[config.mk]
export PLATFORM = sky130hd
export DESIGN_NAME = mainfsm
export DESIGN_NICKNAME = d
export VERILOG_FILES = /design/src/rtl/arm_mc_pkg.sv /design/src/rtl/mainfsm_outdec.sv /design/src/rtl/mainfsm.sv
export SDC_FILE = /design/constraint.sdc
export NUM_CORES = 1
export LEC_CHECK = 0
export ABC_AREA = 1
export CAP_MARGIN = 20
export CELL_PAD_IN_SITES_DETAIL_PLACEMENT = 2
export CELL_PAD_IN_SITES_GLOBAL_PLACEMENT = 2
export CORE_MARGIN = 5
export CORE_UTILIZATION = 17
export CTS_CLUSTER_DIAMETER = 80
export DETAILED_ROUTE_END_ITERATION = 6
export GPL_TIMING_DRIVEN = 0
export HOLD_SLACK_MARGIN = 0.15
export PLACE_DENSITY_LB_ADDON = 0.05
export REMOVE_ABC_BUFFERS = 1
export SYNTH_ARGS = -nofsm -noshare
export SYNTH_HDL_FRONTEND = slang
export SYNTH_HIERARCHICAL = 1
export SYNTH_SLANG_ARGS = --single-unit
[constraint.sdc]
create_clock -name clk -period 2 [get_ports clk]
set_clock_uncertainty 0.15 [all_clocks]
set_input_delay 0.4 -clock clk [delete_from_list [all_inputs] [get_ports clk]]
set_output_delay 0.4 -clock clk [all_outputs]
set_load 0.02 [all_outputs]
[src/rtl/arm_mc_pkg.sv]
// Shared definitions for the multicycle ARM controller.
// Contents:
//   state_e  - main FSM state encoding (4 bits, StFetch = 0)
//   SrcB*    - ALUSrcB select constants
//   Res*     - ResultSrc select constants
//   ctrl_t   - packed control word driven by the main FSM output decoder
package arm_mc_pkg;

  typedef enum logic [3:0] {
    StFetch    = 4'd0,
    StDecode   = 4'd1,
    StMemAdr   = 4'd2,
    StMemRead  = 4'd3,
    StMemWb    = 4'd4,
    StMemWrite = 4'd5,
    StExecuteR = 4'd6,
    StExecuteI = 4'd7,
    StAluWb    = 4'd8,
    StBranch   = 4'd9,
    StUnknown  = 4'd10
  } state_e;

  localparam logic [1:0] SrcBReg  = 2'b00;
  localparam logic [1:0] SrcBImm  = 2'b01;
  localparam logic [1:0] SrcBFour = 2'b10;

  localparam logic [1:0] ResAluOut    = 2'b00;
  localparam logic [1:0] ResData      = 2'b01;
  localparam logic [1:0] ResAluResult = 2'b10;

  typedef struct packed {
    logic       ir_write;
    logic       adr_src;
    logic       alu_src_a;
    logic [1:0] alu_src_b;
    logic [1:0] result_src;
    logic       alu_op;
    logic       next_pc;
    logic       reg_w;
    logic       mem_w;
    logic       branch;
  } ctrl_t;

endpackage

[src/rtl/mainfsm_outdec.sv]
// Combinational state -> control word decoder for the main FSM.
// Ports:
//   i_state - current FSM state
//   o_ctrl  - control word; unlisted fields and unknown/illegal states give all zeros
module mainfsm_outdec
  import arm_mc_pkg::*;
(
  input  state_e i_state,
  output ctrl_t  o_ctrl
);

  always_comb begin
    o_ctrl = '0;
    case (i_state)
      StFetch: begin
        o_ctrl.ir_write   = 1'b1;
        o_ctrl.alu_src_a  = 1'b1;
        o_ctrl.alu_src_b  = SrcBFour;
        o_ctrl.result_src = ResAluResult;
        o_ctrl.next_pc    = 1'b1;
      end
      StDecode: begin
        o_ctrl.alu_src_a  = 1'b1;
        o_ctrl.alu_src_b  = SrcBFour;
        o_ctrl.result_src = ResAluResult;
      end
      StMemAdr: begin
        o_ctrl.alu_src_b = SrcBImm;
      end
      StMemRead: begin
        o_ctrl.adr_src    = 1'b1;
        o_ctrl.result_src = ResAluOut;
      end
      StMemWb: begin
        o_ctrl.result_src = ResData;
        o_ctrl.reg_w      = 1'b1;
      end
      StMemWrite: begin
        o_ctrl.adr_src    = 1'b1;
        o_ctrl.result_src = ResAluOut;
        o_ctrl.mem_w      = 1'b1;
      end
      StExecuteR: begin
        o_ctrl.alu_src_b = SrcBReg;
        o_ctrl.alu_op    = 1'b1;
      end
      StExecuteI: begin
        o_ctrl.alu_src_b = SrcBImm;
        o_ctrl.alu_op    = 1'b1;
      end
      StAluWb: begin
        o_ctrl.result_src = ResAluOut;
        o_ctrl.reg_w      = 1'b1;
      end
      StBranch: begin
        o_ctrl.alu_src_b  = SrcBImm;
        o_ctrl.result_src = ResAluResult;
        o_ctrl.branch     = 1'b1;
      end
      default: o_ctrl = '0;
    endcase
  end

endmodule

[src/rtl/mainfsm.sv]
// Moore main control FSM for the multicycle ARM datapath.
// Sequences fetch/decode/execute/memory/writeback and drives datapath selects plus the raw
// write strobes consumed by condlogic.
// Ports:
//   clk, reset (async, active-low)     - clock and reset
//   Op[1:0], Funct[5:0]                - instruction fields, sampled in DECODE/MEMADR only
//   IRWrite, AdrSrc, ALUSrcA, ALUSrcB, ResultSrc, ALUOp - datapath controls
//   NextPC, RegW, MemW, Branch         - raw strobes (masked to 0 while in reset)
//   Trap                               - only when MAINFSM_TRAP_EN is defined
// Build option MAINFSM_TRAP_EN: Op=11 enters a sticky UNKNOWN state that raises Trap.
// Without it, Op=11 is a 2-cycle NOP.
module mainfsm
  import arm_mc_pkg::*;
(
  input  logic       clk,
  input  logic       reset,
  input  logic [1:0] Op,
  input  logic [5:0] Funct,
  output logic       IRWrite,
  output logic       AdrSrc,
  output logic       ALUSrcA,
  output logic [1:0] ALUSrcB,
  output logic [1:0] ResultSrc,
  output logic       ALUOp,
  output logic       NextPC,
  output logic       RegW,
  output logic       MemW,
  output logic       Branch
`ifdef MAINFSM_TRAP_EN
  ,
  output logic       Trap
`endif
);

  state_e r_state;
  state_e w_state_next;
  ctrl_t  w_ctrl;

  // Only the I and L bits of Funct steer the sequence.
  logic w_unused_funct;
  assign w_unused_funct = ^Funct[4:1];

  always_ff @(posedge clk or negedge reset) begin
    if (!reset) begin
      r_state <= StFetch;
    end else begin
      r_state <= w_state_next;
    end
  end

  always_comb begin
    w_state_next = StFetch;
    case (r_state)
      StFetch: w_state_next = StDecode;
      StDecode: begin
        case (Op)
          2'b00:   w_state_next = Funct[5] ? StExecuteI : StExecuteR;
          2'b01:   w_state_next = StMemAdr;
          2'b10:   w_state_next = StBranch;
`ifdef MAINFSM_TRAP_EN
          default: w_state_next = StUnknown;
`else
          default: w_state_next = StFetch;
`endif
        endcase
      end
      StMemAdr:   w_state_next = Funct[0] ? StMemRead : StMemWrite;
      StMemRead:  w_state_next = StMemWb;
      StMemWb:    w_state_next = StFetch;
      StMemWrite: w_state_next = StFetch;
      StExecuteR: w_state_next = StAluWb;
      StExecuteI: w_state_next = StAluWb;
      StAluWb:    w_state_next = StFetch;
      StBranch:   w_state_next = StFetch;
`ifdef MAINFSM_TRAP_EN
      StUnknown:  w_state_next = StUnknown;  // halt until reset
`else
      StUnknown:  w_state_next = StFetch;
`endif
      default:    w_state_next = StFetch;
    endcase
  end

  mainfsm_outdec u_outdec (
    .i_state (r_state),
    .o_ctrl  (w_ctrl)
  );

  // Selects pass straight through; the reset already parks the state in FETCH.
  assign AdrSrc    = w_ctrl.adr_src;
  assign ALUSrcA   = w_ctrl.alu_src_a;
  assign ALUSrcB   = w_ctrl.alu_src_b;
  assign ResultSrc = w_ctrl.result_src;
  assign ALUOp     = w_ctrl.alu_op;

  // Strobes are gated by reset so nothing writes while reset is low.
  assign IRWrite = w_ctrl.ir_write & reset;
  assign NextPC  = w_ctrl.next_pc & reset;
  assign RegW    = w_ctrl.reg_w & reset;
  assign MemW    = w_ctrl.mem_w & reset;
  assign Branch  = w_ctrl.branch & reset;

`ifdef MAINFSM_TRAP_EN
  assign Trap = (r_state == StUnknown) & reset;
`endif

endmodule
==> Flow_metrics.wiki, run 1 <==
{| class="wikitable"
! Metric !! Value
|-
| Kind of critical path || reg2out
|-
| RR Startpoint || r_state[1]$_DFF_PN0_
|-
| Vias in the first global route || 515
|-
| Buffer depth of the longest clock path || 2
|-
| Min Clock Period, post-route || 1940 ps
|-
| Vias/cell || 3.90
|-
| Number of top-level pins || 22
|-
| Uppermost layer routed || met3
|-
| Cell Count, Final, Fillers Out || 124
|-
| Met2 wirelength from detailed routing || 751 µm
|-
| Die Height || 57.8 µm
|-
| Portion of total power attributed to combinational logic || 0.705
|-
| Antenna-violating nets left || 0
|-
| Gp weighted congestion || 0.751
|-
| Post-layout nets || 108
|-
| Area of the core || 2190 µm²
|-
| Post-route DRC violation count || 0
|-
| Synth Instances || 72
|-
| Inserted Diodes || 0
|-
| CTS buffer count || 3
|-
| Power density cells || 1540 nW/µm²
|-
| Signal arrival time at the worst endpoint || 1390 ps
|-
| Number of antenna violations at the first check in global routing || 0
|-
| Fraction of power consumed by sequential logic || 0.195
|-
| Registers with the highest flip-flop counts || r_state x4
|-
| Total wire length || 1340 µm
|-
| Clk slew on worst S/H paths || 40 ps
|-
| Power spent charging and discharging nets || 0.523 mW
|-
| Switching power share of the total || 0.534
|-
| Wire length per cell after detailed routing || 10.8 µm
|-
| Dpl cell area || 579 µm²
|-
| Detailed-route via count || 483
|-
| Portion of total power attributed to the clock network || 0.100
|-
| Setup-failing EPs final || 0
|-
| Largest reg by FF count || r_state
|-
| CTS H-Tree Depth || 1
|-
| Total track usage || 0.0836
|-
| Max Clock Freq || 516 MHz
|-
| Congestion Overflow GR || 0
|-
| Tightest slew margin relative to the limit || 0.863
|-
| Xor and xnor area share after synthesis || 0
|-
| Crit start category || register
|-
| Tightest hold margin || 474 ps
|-
| Startpoint of the most critical setup path || r_state[1]$_DFF_PN0_
|-
| Final slew viol count || 0
|-
| Final hold violations || 0
|-
| Simple-gate portion of the synthesized area || 0.495
|-
| Max-cap check violation count || 0
|-
| Most frequent cells in the layout || sky130_fd_sc_hd__nand2_1, sky130_fd_sc_hd__inv_1, sky130_fd_sc_hd__nor2_1
|-
| Multiplexer share of the synthesized area || 0
|-
| Wire length on met1 || 522 µm
|-
| Root buf cell || sky130_fd_sc_hd__clkbuf_4
|-
| Register bit total from synthesis || 4
|-
| Worst slew pin tran || 205 ps
|-
| Filler Cells Inserted || 282
|-
| Sequential cell area fraction in the yosys report || 0.257
|-
| Placement Rows || 17
|-
| Synth-to-Final Area Change || 63.7%
|-
| Critical path endpoint category || primary output
|-
| Commonest non-fill, non-tap cell in the layout || sky130_fd_sc_hd__nand2_1
|-
| Post-synthesis cell area || 389 µm²
|-
| Wire length of the first global-routing pass || 2210 µm
|-
| Leakage dissipation || 0.398 nW
|-
| Startpoint of the worst hold path || r_state[3]$_DFF_PN0_
|-
| DP Wirelength || 1020 µm
|-
| Internal power consumption || 0.455 mW
|-
| Router iterations before antenna repair || 2
|-
| Fraction of final layout cells with drive strength greater than 1 || 0.292
|-
| First DRT Iteration DRCs || 1
|-
| Initial Util || 0.178
|-
| Worst-Skew Late Latency || 230 ps
|-
| IR Drop Worst-Case VDD || 0.000445 V
|-
| TritonCTS clock tree || done
|-
| Largest family of logic cells by synthesized area || simple AND/OR/NAND/NOR gates
|-
| Run status || finished, final reports clean
|-
| Post-synthesis compound-gate area fraction || 0.0450
|-
| Maximum number of pins on one net before global-route repair || 10
|-
| Clock sinks || 4
|-
| Die Area || 3350 µm²
|-
| Class of the worst hold path || reg2reg
|-
| Area of all placed cells without fillers || 637 µm²
|-
| Share of the clock period used by the worst path || 0.969
|-
| Average cell area after synthesis || 5.40 µm²
|-
| Library cells used by synthesis || 11
|-
| RSZ-0062 raised after global routing || yes
|-
| Yosys warning total || 6
|-
| Placed cells || 115
|-
| Adder and majority gate portion of the synthesized area || 0
|-
| Required arrival time at the worst endpoint || 1450 ps
|-
| Met3 wire length || 63 µm
|-
| PortBufs || 17
|-
| Die Width || 57.8 µm
|-
| Critical-path maximum fanout || 6
|-
| Flip-flop count of the largest register after layout || 4
|}
==> power groups by stage <==
stage | registers [mW] | logic [mW] | clock network, mW
floorplan | 0.164 | 0.414 | 0
global placement | 0.192 | 0.684 | 0
detailed placement | 0.191 | 0.698 | 0
CTS | 0.204 | 0.656 | 0.101
global route | 0.201 | 0.778 | 0.110
finish | 0.190 | 0.689 | 0.0983
==> logic make-up after synthesis <==
kind of cell | count (synthesis)
and+or+nand+nor | 47
buffers and inverters | 19
DFF | 4
AOI/OAI and AO/OA | 2
==> through the flow <==
step / setup TNS (ps) / worst slack (ps) / utilization / power [mW]
4_1_cts: -6.05 / -6.05 / 0.286 / 0.961
3_5_place_dp: -2410 / -403 / 0.264 / 0.889
3_3_place_gp: -2240 / -393 / 0.264 / 0.876
5_1_grt: -77.9 / -48.2 / 0.291 / 1.09
2_1_floorplan: 0 / 249 / - / 0.578
6_report: 0 / 62.9 / 0.291 / 0.978
==> layout make-up <==
cell class,instances,area (µm²),share of cell area
Multi-Input combinational cell,49,223,0.350
Timing Repair Buffer,23,188,0.295
Sequential cell,4,105,0.165
Inverter,17,63.8,0.100
Tap cell,28,35.0,0.0550
Clock buffer,3,22.5,0.0354
==> cells in the mapped netlist <==
cell	n	area, µm²
sky130_fd_sc_hd__nand2_1	25	93.8
sky130_fd_sc_hd__nor2_2	2	12.5
sky130_fd_sc_hd__nand4_1	1	6.26
sky130_fd_sc_hd__buf_4	2	15.0
sky130_fd_sc_hd__inv_1	16	60.1
sky130_fd_sc_hd__nand3_1	2	10.0
sky130_fd_sc_hd__nand3_2	1	10.0
sky130_fd_sc_hd__dfrtp_1	4	100
sky130_fd_sc_hd__nor2_1	16	60.1
sky130_fd_sc_hd__o21ai_2	2	17.5
sky130_fd_sc_hd__inv_2	1	3.75
==> path summary, 6_finish.rpt <==
kind	depth (start not counted)	end	slack [ps]
max	6	ALUSrcB[0]	60
min	3	r_state[3]$_DFF_PN0_	470
max reg2reg	6	r_state[2]$_DFF_PN0_	780
min reg2reg	3	r_state[3]$_DFF_PN0_	470
max in group asynchronous	2	r_state[0]$_DFF_PN0_	870
min in group asynchronous	2	r_state[3]$_DFF_PN0_	640
==> layer usage <==
metal | track usage | vias up
met5 | 0 | -
met4 | 0.0497 | 0
met3 | 0.00445 | 0
met2 | 0.160 | 10
met1 | 0.0889 | 220
li1 | - | 253
==> worst max-delay path, stage by stage (launching register included) <==
cell and delay (ps):
sky130_fd_sc_hd__dfrtp_2 440, sky130_fd_sc_hd__buf_4 160, sky130_fd_sc_hd__nand2_1 50, sky130_fd_sc_hd__inv_1 50, sky130_fd_sc_hd__nand2_1 70, sky130_fd_sc_hd__nand3_2 70, sky130_fd_sc_hd__dlygate4sd2_1 320
==> repair_timing <==
action                                  4_1_cts  5_1_grt
pin swaps                                     1        0
endpoints found under the hold margin         4        0
buffers inserted                              1        4
endpoints found under the setup margin       12        9
resized for setup                            33        6
hold buffers                                  1        0
Note: power is estimated with default switching activity, not from simulation.
==> run 2: changes to the inputs <==
--- a/config.mk
+++ b/config.mk
@@ -5,12 +5,11 @@
 export SDC_FILE = /design/constraint.sdc
 export NUM_CORES = 1
 export LEC_CHECK = 0
-export ABC_AREA = 1
 export CAP_MARGIN = 20
 export CELL_PAD_IN_SITES_DETAIL_PLACEMENT = 2
 export CELL_PAD_IN_SITES_GLOBAL_PLACEMENT = 2
 export CORE_MARGIN = 5
-export CORE_UTILIZATION = 17
+export CORE_UTILIZATION = 20
 export CTS_CLUSTER_DIAMETER = 80
 export DETAILED_ROUTE_END_ITERATION = 6
 export GPL_TIMING_DRIVEN = 0
==> run 2 against run 1 <==
Sequential power increased by 15%. Critical path depth decreased by 3. Cell count decreased by 21%. Critical path type unchanged. Clock-buffer cell count unchanged. Hold slack improved by 52 ps. The run now ends with setup timing left. Area after synthesis decreased by 2.9%. Cell area grew 7.7%. Critical endpoint unchanged. Non-clock buffer count increased by 5. Sequential cell count did not move. Power increased by 6.4%. Synthesized cell count down 36%.
==> Flow_metrics.wiki, run 2 <==
{| class="wikitable"
! Metric !! Value
|-
| Run status || complete, but fails checks
|-
| Violations in the final reports || setup timing
|-
| Area of all placed cells without fillers || 686 µm² (+7.7%)
|-
| Critical path, cell by cell || or4b_1, nand3_2, buf_6
|-
| Worst Slack Setup Final || -1.32 ps (-64.3 ps)
|-
| Dominant register cell in the synthesized netlist || sky130_fd_sc_hd__dfrtp_1
|-
| Worst path buffer plus inverter count || 1 (-2)
|-
| Setup slack at placement || -399 ps (+3.23 ps)
|-
| Gp weighted congestion || 0.659 (-12%)
|-
| Slowest cell delay on critical path || 550 ps (+110 ps)
|-
| Sum of internal, switching and leakage power || 1.04 mW (+6.4%)
|-
| Power density cells || 1520 nW/µm² (-1.2%)
|-
| Post-route DRC violation count || 0 (unchanged)
|-
| Leading area contributor after synthesis || sky130_fd_sc_hd__dfrtp_1
|-
| Vias in the first global route || 483 (-6.2%)
|-
| DP Wirelength || 764 µm (-25%)
|-
| Final hold violations || 0 (unchanged)
|-
| Initial Util || 0.214 (+0.0366)
|-
| Detailed-route via count || 435 (-9.9%)
|-
| Slowest cell on the critical path || sky130_fd_sc_hd__or4b_1
|-
| Share of synthesized flip-flops with an asynchronous set or reset || 1.00 (unchanged)
|-
| Post-synthesis cell area || 378 µm² (-2.9%)
|-
| Cell family with most CP delay || simple AND/OR/NAND/NOR gates
|-
| Largest reg by FF count || r_state
|-
| RSZ-0062 raised after global routing || yes
|-
| Most frequently used cell type in the post-synthesis netlist || sky130_fd_sc_hd__and2_1
|-
| Max Clock Freq || 500 MHz (-3.2%)
|-
| Synth-to-Final Area Change || 81.5%
|-
| Clk slew on worst S/H paths || 40 ps (about the same)
|-
| Required arrival time at the worst endpoint || 1450 ps (about the same)
|-
| TritonCTS clock tree || done
|-
| Post-layout nets || 85 (-21%)
|-
| Congestion Overflow GR || 0 (unchanged)
|-
| CTS buffer count || 3 (unchanged)
|-
| Simple-gate portion of the synthesized area || 0.470 (-0.0250)
|-
| Placement Rows || 15 (-2)
|-
| Registers with the highest flip-flop counts || r_state x4
|-
| Total wire length || 1260 µm (-5.9%)
|-
| Root buf cell || sky130_fd_sc_hd__clkbuf_4
|-
| Fraction of final layout cells with drive strength greater than 1 || 0.466 (+0.174)
|-
| Tightest slew margin relative to the limit || 0.847 (-0.0160)
|-
| Wire length of the first global-routing pass || 2120 µm (-4.1%)
|-
| Synth top area share || 0.265 (+0.00767)
|-
| Commonest non-fill, non-tap cell in the layout || sky130_fd_sc_hd__buf_4
|-
| Total track usage || 0.103 (+0.0193)
|-
| Crit start category || register
|-
| Leakage dissipation || 0.304 nW (-24%)
|-
| Critical path endpoint category || primary output
|-
| CTS H-Tree Depth || 1 (unchanged)
|-
| Die Area || 2860 µm² (-15%)
|-
| Yosys warning total || 6 (unchanged)
|-
| Library cells used by synthesis || 24 (+13)
|-
| Register bit total from synthesis || 4 (unchanged)
|-
| Buffer depth of the longest clock path || 2 (unchanged)
|-
| Dpl cell area || 548 µm² (-5.4%)
|-
| Worst slew pin tran || 227 ps (+22.8 ps)
|-
| Critical-path maximum fanout || 6 (unchanged)
|-
| Setup-failing EPs final || 1 (+1)
|-
| Final slew viol count || 0 (unchanged)
|-
| Commonest cells in the netlist || sky130_fd_sc_hd__and2_1, sky130_fd_sc_hd__dfrtp_1, sky130_fd_sc_hd__nor2_1, sky130_fd_sc_hd__nor3_1
|-
| Multiplexer share of the synthesized area || 0.0298 (+0.0298)
|-
| Max-cap check violation count || 0 (unchanged)
|-
| Inserted Diodes || 0 (unchanged)
|-
| IR Drop Worst-Case VDD || 0.000488 V (+9.8%)
|-
| PortBufs || 17 (unchanged)
|-
| Sequential cell area fraction in the yosys report || 0.265 (+0.00767)
|-
| Vias/cell || 4.44 (+14%)
|-
| Signal arrival time at the worst endpoint || 1450 ps (+60 ps)
|-
| Antenna-violating nets left || 0 (unchanged)
|-
| Maximum number of pins on one net before global-route repair || 17 (+7)
|-
| First DRT Iteration DRCs || 1 (unchanged)
|-
| Worst-Skew Late Latency || 230 ps (about the same)
|-
| Core utilization of the finished layout || 0.389 (+0.0980)
|-
| Largest family of logic cells by synthesized area || simple AND/OR/NAND/NOR gates
|-
| Number of enable flip-flop cells after synthesis || 0 (unchanged)
|-
| Area of the core || 1760 µm² (-19%)
|-
| Xor and xnor area share after synthesis || 0.0232 (+0.0232)
|-
| Clock sinks || 4 (unchanged)
|-
| Share of the clock period used by the worst path || 1.00 (+0.0321)
|-
| Number of antenna violations at the first check in global routing || 0 (unchanged)
|-
| Die Height || 53.5 µm (-7.6%)
|-
| Class of the worst hold path || reg2reg
|-
| Average cell area after synthesis || 8.21 µm² (+52%)
|-
| Number of top-level pins || 22 (unchanged)
|-
| Adder and majority gate portion of the synthesized area || 0 (unchanged)
|-
| Synth Instances || 46 (-36%)
|-
| Min Clock Period, post-route || 2000 ps (+64.3 ps)
|-
| Wire length per cell after detailed routing || 12.8 µm (+19%)
|-
| Kind of critical path || reg2out
|-
| Flip-flop count of the largest register after layout || 4 (unchanged)
|-
| Post-synthesis compound-gate area fraction || 0.0993 (+0.0543)
|-
| Router iterations before antenna repair || 2 (unchanged)
|-
| Die Width || 53.5 µm (-7.6%)
|-
| Largest cells by area after synthesis || sky130_fd_sc_hd__dfrtp_1, sky130_fd_sc_hd__and2_1, sky130_fd_sc_hd__a211oi_1
|}
[run 2: what timing repair did]
item                       in CTS  in global routing
resized for setup              44                 13
buffers inserted                7                  3
setup endpoints to repair      12                  9
hold endpoints to repair        4                  0
hold buffers                    1                  0
pin swaps                       0                  1
[run 2: power by group]
group | switching (mW) | internal [mW] | total [mW]
logic | 0.346 | 0.374 | 0.720
registers | 0.0974 | 0.122 | 0.219
clock network | 0.0343 | 0.0672 | 0.102
total | 0.478 | 0.563 | 1.04
[run 2: kinds of logic after synthesis]
family          Yosys count
compound gates            6
xor+xnor                  1
buf+inv                   7
flops                     4
mux                       1
simple gates             27
[run 2: final timing paths]
| check | start | endpoint | slack (ps) | cells past startpoint |
|---|---|---|---|---|
| hold / removal | r_state[3]$_DFF_PN0_ | r_state[1]$_DFF_PN0_ | 530 | 2 |
| min in group asynchronous | reset | r_state[1]$_DFF_PN0_ | 650 | 2 |
| hold reg to reg | r_state[3]$_DFF_PN0_ | r_state[1]$_DFF_PN0_ | 530 | 2 |
| max in group asynchronous | reset | r_state[2]$_DFF_PN0_ | 860 | 2 |
| setup reg to reg | r_state[0]$_DFF_PN0_ | r_state[1]$_DFF_PN0_ | 550 | 4 |
| setup / recovery | r_state[2]$_DFF_PN0_ | ALUSrcB[0] | -1 | 3 |
[run 2: final cells by class]
type	count	area [µm²]
clock buffers	3	22.5
fillers	218	1080
inverters	3	11.3
multi-input cells	35	269
flip-flops and latches	4	105
well taps	25	31.3
repair buffers	28	246
[run 2: stage by stage]
stage | hold slack [ps] | setup TNS (ps) | cells
final | 526 | -1.32 | 98
after global routing | 553 | -202 | 98
after CTS | 508 | -29.0 | 95
after detailed placement | 522 | -2740 | 84
after global placement | 526 | -2910 | 84
after floorplan | -45.6 | 0 | 42
[run 2: routing by layer]
| layer | GRT usage | wire [µm] | vias up |
|---|---|---|---|
| li1 | - | - | 217 |
| met1 | 0.115 | 611 | 205 |
| met2 | 0.182 | 601 | 13 |
| met3 | 0.0282 | 44 | 0 |
| met4 | 0.0383 | 0 | 0 |
| met5 | 0 | 0 | - |
[run 2: worst min-delay path: stages, from the launching register on]
cell                      delay (ps)
sky130_fd_sc_hd__dfrtp_2         440
sky130_fd_sc_hd__buf_4           160
sky130_fd_sc_hd__nor3_2           40
==> run 3: changes to the inputs <==
--- a/config.mk
+++ b/config.mk
@@ -20,3 +20,4 @@
 export SYNTH_HDL_FRONTEND = slang
 export SYNTH_HIERARCHICAL = 1
 export SYNTH_SLANG_ARGS = --single-unit
+export TNS_END_PERCENT = 100
==> results of run 3 <==
Same layout as run 2: the final DEF is identical, and so are final timing and power.
